<file path="src/rtl/udma_pkg.sv">
// Shared uDMA types: stream source request/response, L2 byte enables and
// the datasize encoding used by the RX stream sources.
package udma_pkg;

  localparam int L2_AWIDTH_NOAL = 21;
  localparam int L2_ADDR_WIDTH  = 19;
  localparam int UDMA_DATA_W    = 32;

  localparam logic [1:0] UDMA_DSIZE_BYTE = 2'b00;
  localparam logic [1:0] UDMA_DSIZE_HALF = 2'b01;
  localparam logic [1:0] UDMA_DSIZE_WORD = 2'b10;

  typedef logic [3:0] l2_be_t;

  typedef struct packed {
    logic [L2_AWIDTH_NOAL-1:0] addr;
    logic [1:0]                datasize;
    logic [UDMA_DATA_W-1:0]    data;
    logic                      valid;
  } udma_stream_req_t;

  typedef struct packed {
    logic ready;
  } udma_stream_rsp_t;

  typedef enum logic {
    OSTG_EMPTY = 1'b0,
    OSTG_FULL  = 1'b1
  } ostg_state_e;

endpackage

</file>
<file path="src/rtl/udma_rr_arb.sv">
// Round-robin arbiter: the search starts at r_ptr; r_ptr moves to one past
// the winner only when the caller strobes update_i.
module udma_rr_arb #(
  parameter int N_CH    = 4,
  parameter int CH_ID_W = $clog2(N_CH)
) (
  input  logic               clk_i,
  input  logic               rstn_i,
  input  logic [N_CH-1:0]    req_i,
  input  logic               update_i,
  output logic [N_CH-1:0]    gnt_o,
  output logic [CH_ID_W-1:0] idx_o,
  output logic               valid_o
);

  logic [CH_ID_W-1:0] r_ptr;

  always_comb begin
    int c;
    c       = 0;
    gnt_o   = '0;
    idx_o   = '0;
    valid_o = 1'b0;
    for (int k = 0; k < N_CH; k++) begin
      c = int'(r_ptr) + k;
      if (c >= N_CH) c = c - N_CH;
      if (!valid_o && req_i[c]) begin
        valid_o  = 1'b1;
        gnt_o[c] = 1'b1;
        idx_o    = CH_ID_W'(c);
      end
    end
  end

  always_ff @(posedge clk_i) begin
    if (!rstn_i) begin
      r_ptr <= '0;
    end else if (update_i) begin
      r_ptr <= (idx_o == CH_ID_W'(N_CH - 1)) ? '0 : idx_o + CH_ID_W'(1);
    end
  end

endmodule

</file>
<file path="src/rtl/udma_l2_wr_arbiter.sv">
// Shares the L2 write port between N_CH RX stream sources: round-robin pick,
// lane/byte-enable formatting, then a one-entry stage held on req/gnt.
//   state | meaning
//   EMPTY | no beat held, l2_req_o low
//   FULL  | beat held, l2_req_o high until granted
module udma_l2_wr_arbiter
  import udma_pkg::*;
#(
  parameter int N_CH    = 4,
  parameter int CH_ID_W = $clog2(N_CH)
) (
  input  logic                     clk_i,
  input  logic                     rstn_i,
  input  udma_stream_req_t         ch_req_i [N_CH],
  output udma_stream_rsp_t         ch_rsp_o [N_CH],
  output logic                     l2_req_o,
  input  logic                     l2_gnt_i,
  output logic [L2_ADDR_WIDTH-1:0] l2_addr_o,
  output logic                     l2_we_o,
  output l2_be_t                   l2_be_o,
  output logic [UDMA_DATA_W-1:0]   l2_wdata_o,
  output logic [CH_ID_W-1:0]       l2_ch_o,
  output logic                     busy_o
);

  ostg_state_e r_state;
  ostg_state_e w_state_nxt;

  logic [N_CH-1:0]          w_valid;
  logic [N_CH-1:0]          w_gnt;
  logic [CH_ID_W-1:0]       w_idx;
  logic                     w_any;
  logic                     w_load;

  logic [L2_AWIDTH_NOAL-1:0] w_baddr;
  logic [1:0]                w_dsize;
  logic [UDMA_DATA_W-1:0]    w_data;
  l2_be_t                    w_be;
  logic [UDMA_DATA_W-1:0]    w_wdata;

  logic [L2_ADDR_WIDTH-1:0]  r_addr;
  l2_be_t                    r_be;
  logic [UDMA_DATA_W-1:0]    r_wdata;
  logic [CH_ID_W-1:0]        r_ch;

  always_comb begin
    w_valid = '0;
    for (int i = 0; i < N_CH; i++) begin
      w_valid[i] = ch_req_i[i].valid;
    end
  end

  udma_rr_arb #(
    .N_CH    (N_CH),
    .CH_ID_W (CH_ID_W)
  ) i_rr_arb (
    .clk_i    (clk_i),
    .rstn_i   (rstn_i),
    .req_i    (w_valid),
    .update_i (w_load),
    .gnt_o    (w_gnt),
    .idx_o    (w_idx),
    .valid_o  (w_any)
  );

  // Gated by rstn_i so no source sees ready while reset is asserted.
  assign w_load = rstn_i & w_any & ((r_state == OSTG_EMPTY) | l2_gnt_i);

  always_comb begin
    for (int i = 0; i < N_CH; i++) begin
      ch_rsp_o[i]       = '0;
      ch_rsp_o[i].ready = w_load & w_gnt[i];
    end
  end

  assign w_baddr = ch_req_i[w_idx].addr;
  assign w_dsize = ch_req_i[w_idx].datasize;
  assign w_data  = ch_req_i[w_idx].data;

  // Reserved datasize 2'b11 falls through to the word case.
  always_comb begin
    w_be    = 4'b1111;
    w_wdata = w_data;
    case (w_dsize)
      UDMA_DSIZE_BYTE: begin
        w_be    = 4'b0001 << w_baddr[1:0];
        w_wdata = {4{w_data[7:0]}};
      end
      UDMA_DSIZE_HALF: begin
        w_be    = w_baddr[1] ? 4'b1100 : 4'b0011;
        w_wdata = {2{w_data[15:0]}};
      end
      default: begin
        w_be    = 4'b1111;
        w_wdata = w_data;
      end
    endcase
  end

  always_ff @(posedge clk_i) begin
    if (!rstn_i) begin
      r_state <= OSTG_EMPTY;
    end else begin
      r_state <= w_state_nxt;
    end
  end

  always_comb begin
    w_state_nxt = r_state;
    case (r_state)
      OSTG_EMPTY: if (w_load) w_state_nxt = OSTG_FULL;
      OSTG_FULL:  if (l2_gnt_i && !w_any) w_state_nxt = OSTG_EMPTY;
      default:    w_state_nxt = OSTG_EMPTY;
    endcase
  end

  always_ff @(posedge clk_i) begin
    if (!rstn_i) begin
      r_addr  <= '0;
      r_be    <= '0;
      r_wdata <= '0;
      r_ch    <= '0;
    end else if (w_load) begin
      r_addr  <= w_baddr[L2_AWIDTH_NOAL-1:2];
      r_be    <= w_be;
      r_wdata <= w_wdata;
      r_ch    <= w_idx;
    end
  end

  assign l2_req_o   = (r_state == OSTG_FULL);
  assign l2_we_o    = l2_req_o;
  assign busy_o     = l2_req_o;
  assign l2_addr_o  = r_addr;
  assign l2_be_o    = r_be;
  assign l2_wdata_o = r_wdata;
  assign l2_ch_o    = r_ch;

endmodule

</file>
<file path="config.mk">
export PLATFORM = sky130hd
export DESIGN_NAME = udma_l2_wr_arbiter
export DESIGN_NICKNAME = d
export VERILOG_FILES = /design/src/rtl/udma_pkg.sv /design/src/rtl/udma_rr_arb.sv /design/src/rtl/udma_l2_wr_arbiter.sv
export SDC_FILE = /design/constraint.sdc
export NUM_CORES = 1
export LEC_CHECK = 0
export ABC_AREA = 1
export BUFFER_PORTS_ARGS = -buffer_cell sky130_fd_sc_hd__buf_2
export CAP_MARGIN = 5
export CORE_AREA = 3 3 111 113
export CTS_BUF_LIST = sky130_fd_sc_hd__clkbuf_4 sky130_fd_sc_hd__clkbuf_8
export DETAILED_ROUTE_END_ITERATION = 10
export DIE_AREA = 0 0 114 116
export PLACE_DENSITY = 0.8
export SYNTH_ARGS = -nofsm -noshare
export SYNTH_HDL_FRONTEND = slang
export SYNTH_SLANG_ARGS = --single-unit
</file>
<file path="constraint.sdc">
create_clock -name clk_i -period 5.4 [get_ports clk_i]
set_input_delay 1.08 -clock clk_i [delete_from_list [all_inputs] [get_ports clk_i]]
set_output_delay 1.08 -clock clk_i [all_outputs]
set_load 0.005 [all_outputs]
</file>
* After elaboration in Yosys (flattened, before gate mapping)
Index checks and enable logic that the tools add are counted.
** Operators by class
- Add/sub/neg operators :: 8
- Order comparisons :: 13
- Equality and inequality tests :: 2
- Shifts and indexed selects :: 1
- Multiplexer cells :: 46
- Bitwise operators :: 12
- Reduce and logical (&&, ||, !) cells :: 13
** Operators by type and width (number)
- $ge 32x1->1 const B :: 4
- $lt 32x4->1 const B :: 4
- $mux 32 :: 4
- $bmux 56 s2 :: 1
- $mux 56 :: 2
- $ge 32x4->1 const B :: 3
- $sub 32x4->32 const B :: 3
- $pmux 32 s2 :: 1
- $mux 4 :: 5
- $mux 1 :: 18
- $or 4x4->4 :: 3
- $mux 2 :: 5
- $bmux 1 s2 :: 4
- $demux 1 s2 :: 4
- $logic_and 1x1->1 :: 8
- $pmux 4 s2 :: 1
- $add 2x2->3 const B :: 2
- $and 1x1->1 :: 6
- $logic_not 1->1 :: 4
- $shl 1x2->4 const A :: 1
- $sub 2x3->4 const B :: 1
- $add 2x1->3 const B :: 1
- $ge 2x3->1 const B :: 1
- $ge 3x3->1 const B :: 1
- other kinds (8) :: 8
** Word-level totals
- Flip-flop bits (word level) :: 60
- Bits of input ports :: 227
- Logic and storage cells :: 101

* Longest topological paths before layout
- Depth after elaboration :: 21
- Gate-level depth with buffers :: 19

* Modules after synthesis
From an unflattened synthesis, not the netlist that was laid out.
** Unflattened totals
- Cells, all modules :: 951
- Area, all modules :: 5170.0 um2
** By module, submodules not included
- udma_l2_wr_arbiter :: instances 1, cells each 861, area each 4564.4 um2
- udma_rr_arb :: instances 1, cells each 90, area each 605.6 um2

* Worst setup path after synthesis
OpenSTA, ideal clock, no wires.
- Path type :: input port to output port
- Start point :: input ch_req_i[0] (netlist bit)
- End point :: output ch_rsp_o[0] (netlist bit)
- Data arrival time :: 2326 ps
- Data required time :: 4320 ps
- Setup slack :: 1994 ps
- Stages :: 12
- Cells stage by stage :: inv_1 -> nand2_1 -> nand3_2 -> nand2_4 -> nor2_4 -> nand3_4 -> nand2_1 -> inv_1 -> buf_4 -> buf_2 -> o21ai_0 -> inv_1
** RTL lines
- start: declaration :: RTL line udma_l2_wr_arbiter.sv:14 : input udma_stream_req_t ch_req_i [N_CH],
- end: declaration :: RTL line udma_l2_wr_arbiter.sv:15 : output udma_stream_rsp_t ch_rsp_o [N_CH],

* Worst setup path in the final report
- Start point :: register i_rr_arb.r_ptr[0]
- End point :: register r_be[3] (netlist: l2_be_o[3])
** On the way
- Cells in the longest elaborated chain, start to end :: 21
- Elaborated cells between the ends (all ways) :: 52
** RTL lines
- start: declaration :: RTL line udma_rr_arb.sv:16 : logic [CH_ID_W-1:0] r_ptr;
- start signal: assignment :: RTL line udma_rr_arb.sv:39 : r_ptr <= (idx_o == CH_ID_W'(N_CH - 1)) ? '0 : idx_o + CH_ID_W'(1);
- branches (longest 21 deep; another with $sub 32x4->32)
- end signal: assignment :: RTL line udma_l2_wr_arbiter.sv:125 : r_be <= w_be;
- end: declaration :: RTL line udma_l2_wr_arbiter.sv:42 : l2_be_t r_be;
Several ways; the timed one is not identified. The select of a mux whose other input is x is not followed.
A chain may end at the register's enable or synchronous reset.

==> results.cfg <==
[clocking]
cts_buffers = 9
cts_buffer_depth = 2
postCtsSetupBuffers = 0
cts_tree = yes
hold_buffers = 0
ctsResizeCount = 0
cts.htree.levels = 3
clockRootBuffer = clkbuf_8
clock-sinks = 60
worst_skew_pair.late_latency_ps = 340
path_clk_slew_ps = 70

[critical_path]
required_ps = 5670
rr_worst_depth = 15
worstPathArrival_ps = 4590
crit_type = flip-flop to flip-flop
critPathMaxFanout = 74
end_kind = flip-flop
cp-start-kind = flip-flop

[timing]
slew_viol_final = 0
finalHoldViolations = 0
timing.final.crit_share_pct = 80.0
fin_worst_skew_ps = 9.96
worst_slew_pin_slew_ps = 1120
fin_ws_ps = 1080
finalSetupTns_ps = 0
finalSetupViolCount = 0
fmax_mhz = 231
fin_crit_ps = 4320
rsz0062_at_grt = false
slew_headroom_pct = 25.5

[floorplanning]
fp.dieW_um = 114
ios = 291
initial_core_util_pct = 44.3
dieArea_um2 = 13200
core-area_um2 = 11400
die_h_um = 116
rows = 39

[synthesis]
synthXorXnorAreaFrac_pct = 0
ys_warn_count = 0
ys_top_cells_by_area = dfxtp_1 (24%), nand2_1 (17%), nand3_1 (12%)
syn_area_per_cell_um2 = 5.85
synth_seq_cells = 60
synth_compound_area_share_pct = 17.2
synth-edff-count = 0
ys_types = 29
synth-simple-area-share_pct = 43.3
ys_async_sr_fraction_pct = 0
ys_seq_area_share_pct = 23.8
synth_nets = 1095
synth_adder_area_share_pct = 0.990
ys.flop_type = dfxtp_1
yosysTopAreaCell = dfxtp_1
synth_top_family_by_area = simple AND/OR/NAND/NOR gates
synthMuxAreaShare_pct = 0
syn_inst = 864
synth_top_area_share_pct = 23.8
syn_area_um2 = 5060

[finish]
fin_util_pct = 57.4
mostFrequentLayoutCell = buf_2
n_fill_cell = 1166
layout.nets = 1334
multi_input_area_um2 = 3120
drive_gt1_share_pct = 30.1
register_area_um2 = 1200
areaGrowthSynthToFinish_pct = 29.5
layout_common_cells = buf_2 (290), nand2_1 (231), nand3_1 (118), inv_1 (84), nor2_1 (62)
antenna_cells = 0

[global_routing]
first_global_vias = 5840
overflow = 0
grt_pass1_wl_mm = 28.2
antenna_found_initial = 0
grt_max_degree = 87
track_usage_pct = 26.4

[place]
place.gp.congestion = 0.896
dp_worst_setup_slack_ps = 969
dp_hpwl_mm = 13.4
portBuffers = 290

[outcome]
status = finished clean

[worst_hold_path]
min_path_type = flip-flop to flip-flop
hold_depth = 2

[route]
via_count = 6492
dr.pass1.iters = 5
wl_mm = 18.3
viasPerCell = 5.19
antenna_left = 0
drtIter0Drc = 508
drt-wirelength-per-cell_um = 14.6
drc = 0

[pwr]
power_leakage_nw = 3.67
powerDensity_nw_per_um2 = 804
peakVddDrop_mv = 0.485

[run]
maxCapViolations = 0
## final cells by class
cell class | instances | area share (%)
clock buffers | 10 | 2.01
clock inverters | 5 | 1.18
inverters | 89 | 5.18
multi-input cells | 646 | 47.6
flip-flops and latches | 60 | 18.3
well taps | 143 | 2.73
repair buffers | 297 | 23.0
## path summary, 6_finish.rpt
| path | startpoint | to | slack [ps] |
|---|---|---|---|
| hold reg to reg | l2_wdata_o[16] | l2_wdata_o[16] | 480 |
| setup reg to reg | i_rr_arb.r_ptr[0] | l2_be_o[3] | 1080 |
| setup / recovery | i_rr_arb.r_ptr[0] | l2_be_o[3] | 1080 |
| hold / removal | l2_wdata_o[16] | l2_wdata_o[16] | 480 |
## synth_stat cells, types with 4 or more instances
cell type and n:
o211ai_1 19, a31oi_1 20, nand4_1 39, nand2_2 9
o21ai_0 52, or2_0 19, buf_2 29, nand3_1 118
inv_1 85, buf_6 6, dfxtp_1 60, a21oi_1 49
nor2_1 62, buf_4 17, o21ai_1 12, ha_1 4
clkbuf_1 16, nand2_1 231
## per-stage QoR
step / power [mW] / cell area, um2 / instances / hold WS (ps)
detailed placement: 4.84 / 6340 / 1235 / 469
global placement: 4.80 / 6340 / 1235 / 461
CTS: 5.29 / 6550 / 1250 / 483
floorplan: 3.99 / 5060 / 864 / 462
global route: 5.91 / 6550 / 1250 / 508
finish: 5.27 / 6550 / 1250 / 477
## where the power goes
part	switching, mW	internal [mW]	total [mW]
logic	2.77	1.29	4.06
clock network	0.177	0.261	0.437
registers	0.115	0.656	0.771
total	3.07	2.20	5.27
## kinds of logic after synthesis
kind of cell               after synthesis
and+or+nand+nor                        485
AOI/OAI and AO/OA                      157
DFF                                     60
adders and majority gates                4
buffers and inverters                  158
## sequential cells by signal, indices dropped and copies added (netlist names)
name and flops:
l2_wdata_o 32, i_rr_arb.r_ptr 2, busy_o 1, l2_be_o 4, l2_addr_o 19, l2_ch_o 2
## routing by layer
layer	vias up	wire [um]	track usage [%]
met5	-	0	0
met4	0	348	8.55
met3	26	1460	5.17
met2	280	9030	47.9
met1	2848	7420	31.1
li1	3338	-	-
## worst max-delay path: stages, from the launching register on
cell,delay (ps)
dfxtp_1,660
inv_6,110
ha_1,390
inv_1,120
nand3_1,80
nand2_1,100
inv_1,70
nand3_4,360
nand3_4,640
inv_2,1050
nand2_1,110
nand3_1,110
o21ai_1,120
inv_1,110
nand2_1,60
a21oi_1,130
Note: power is estimated with default switching activity, not from simulation.
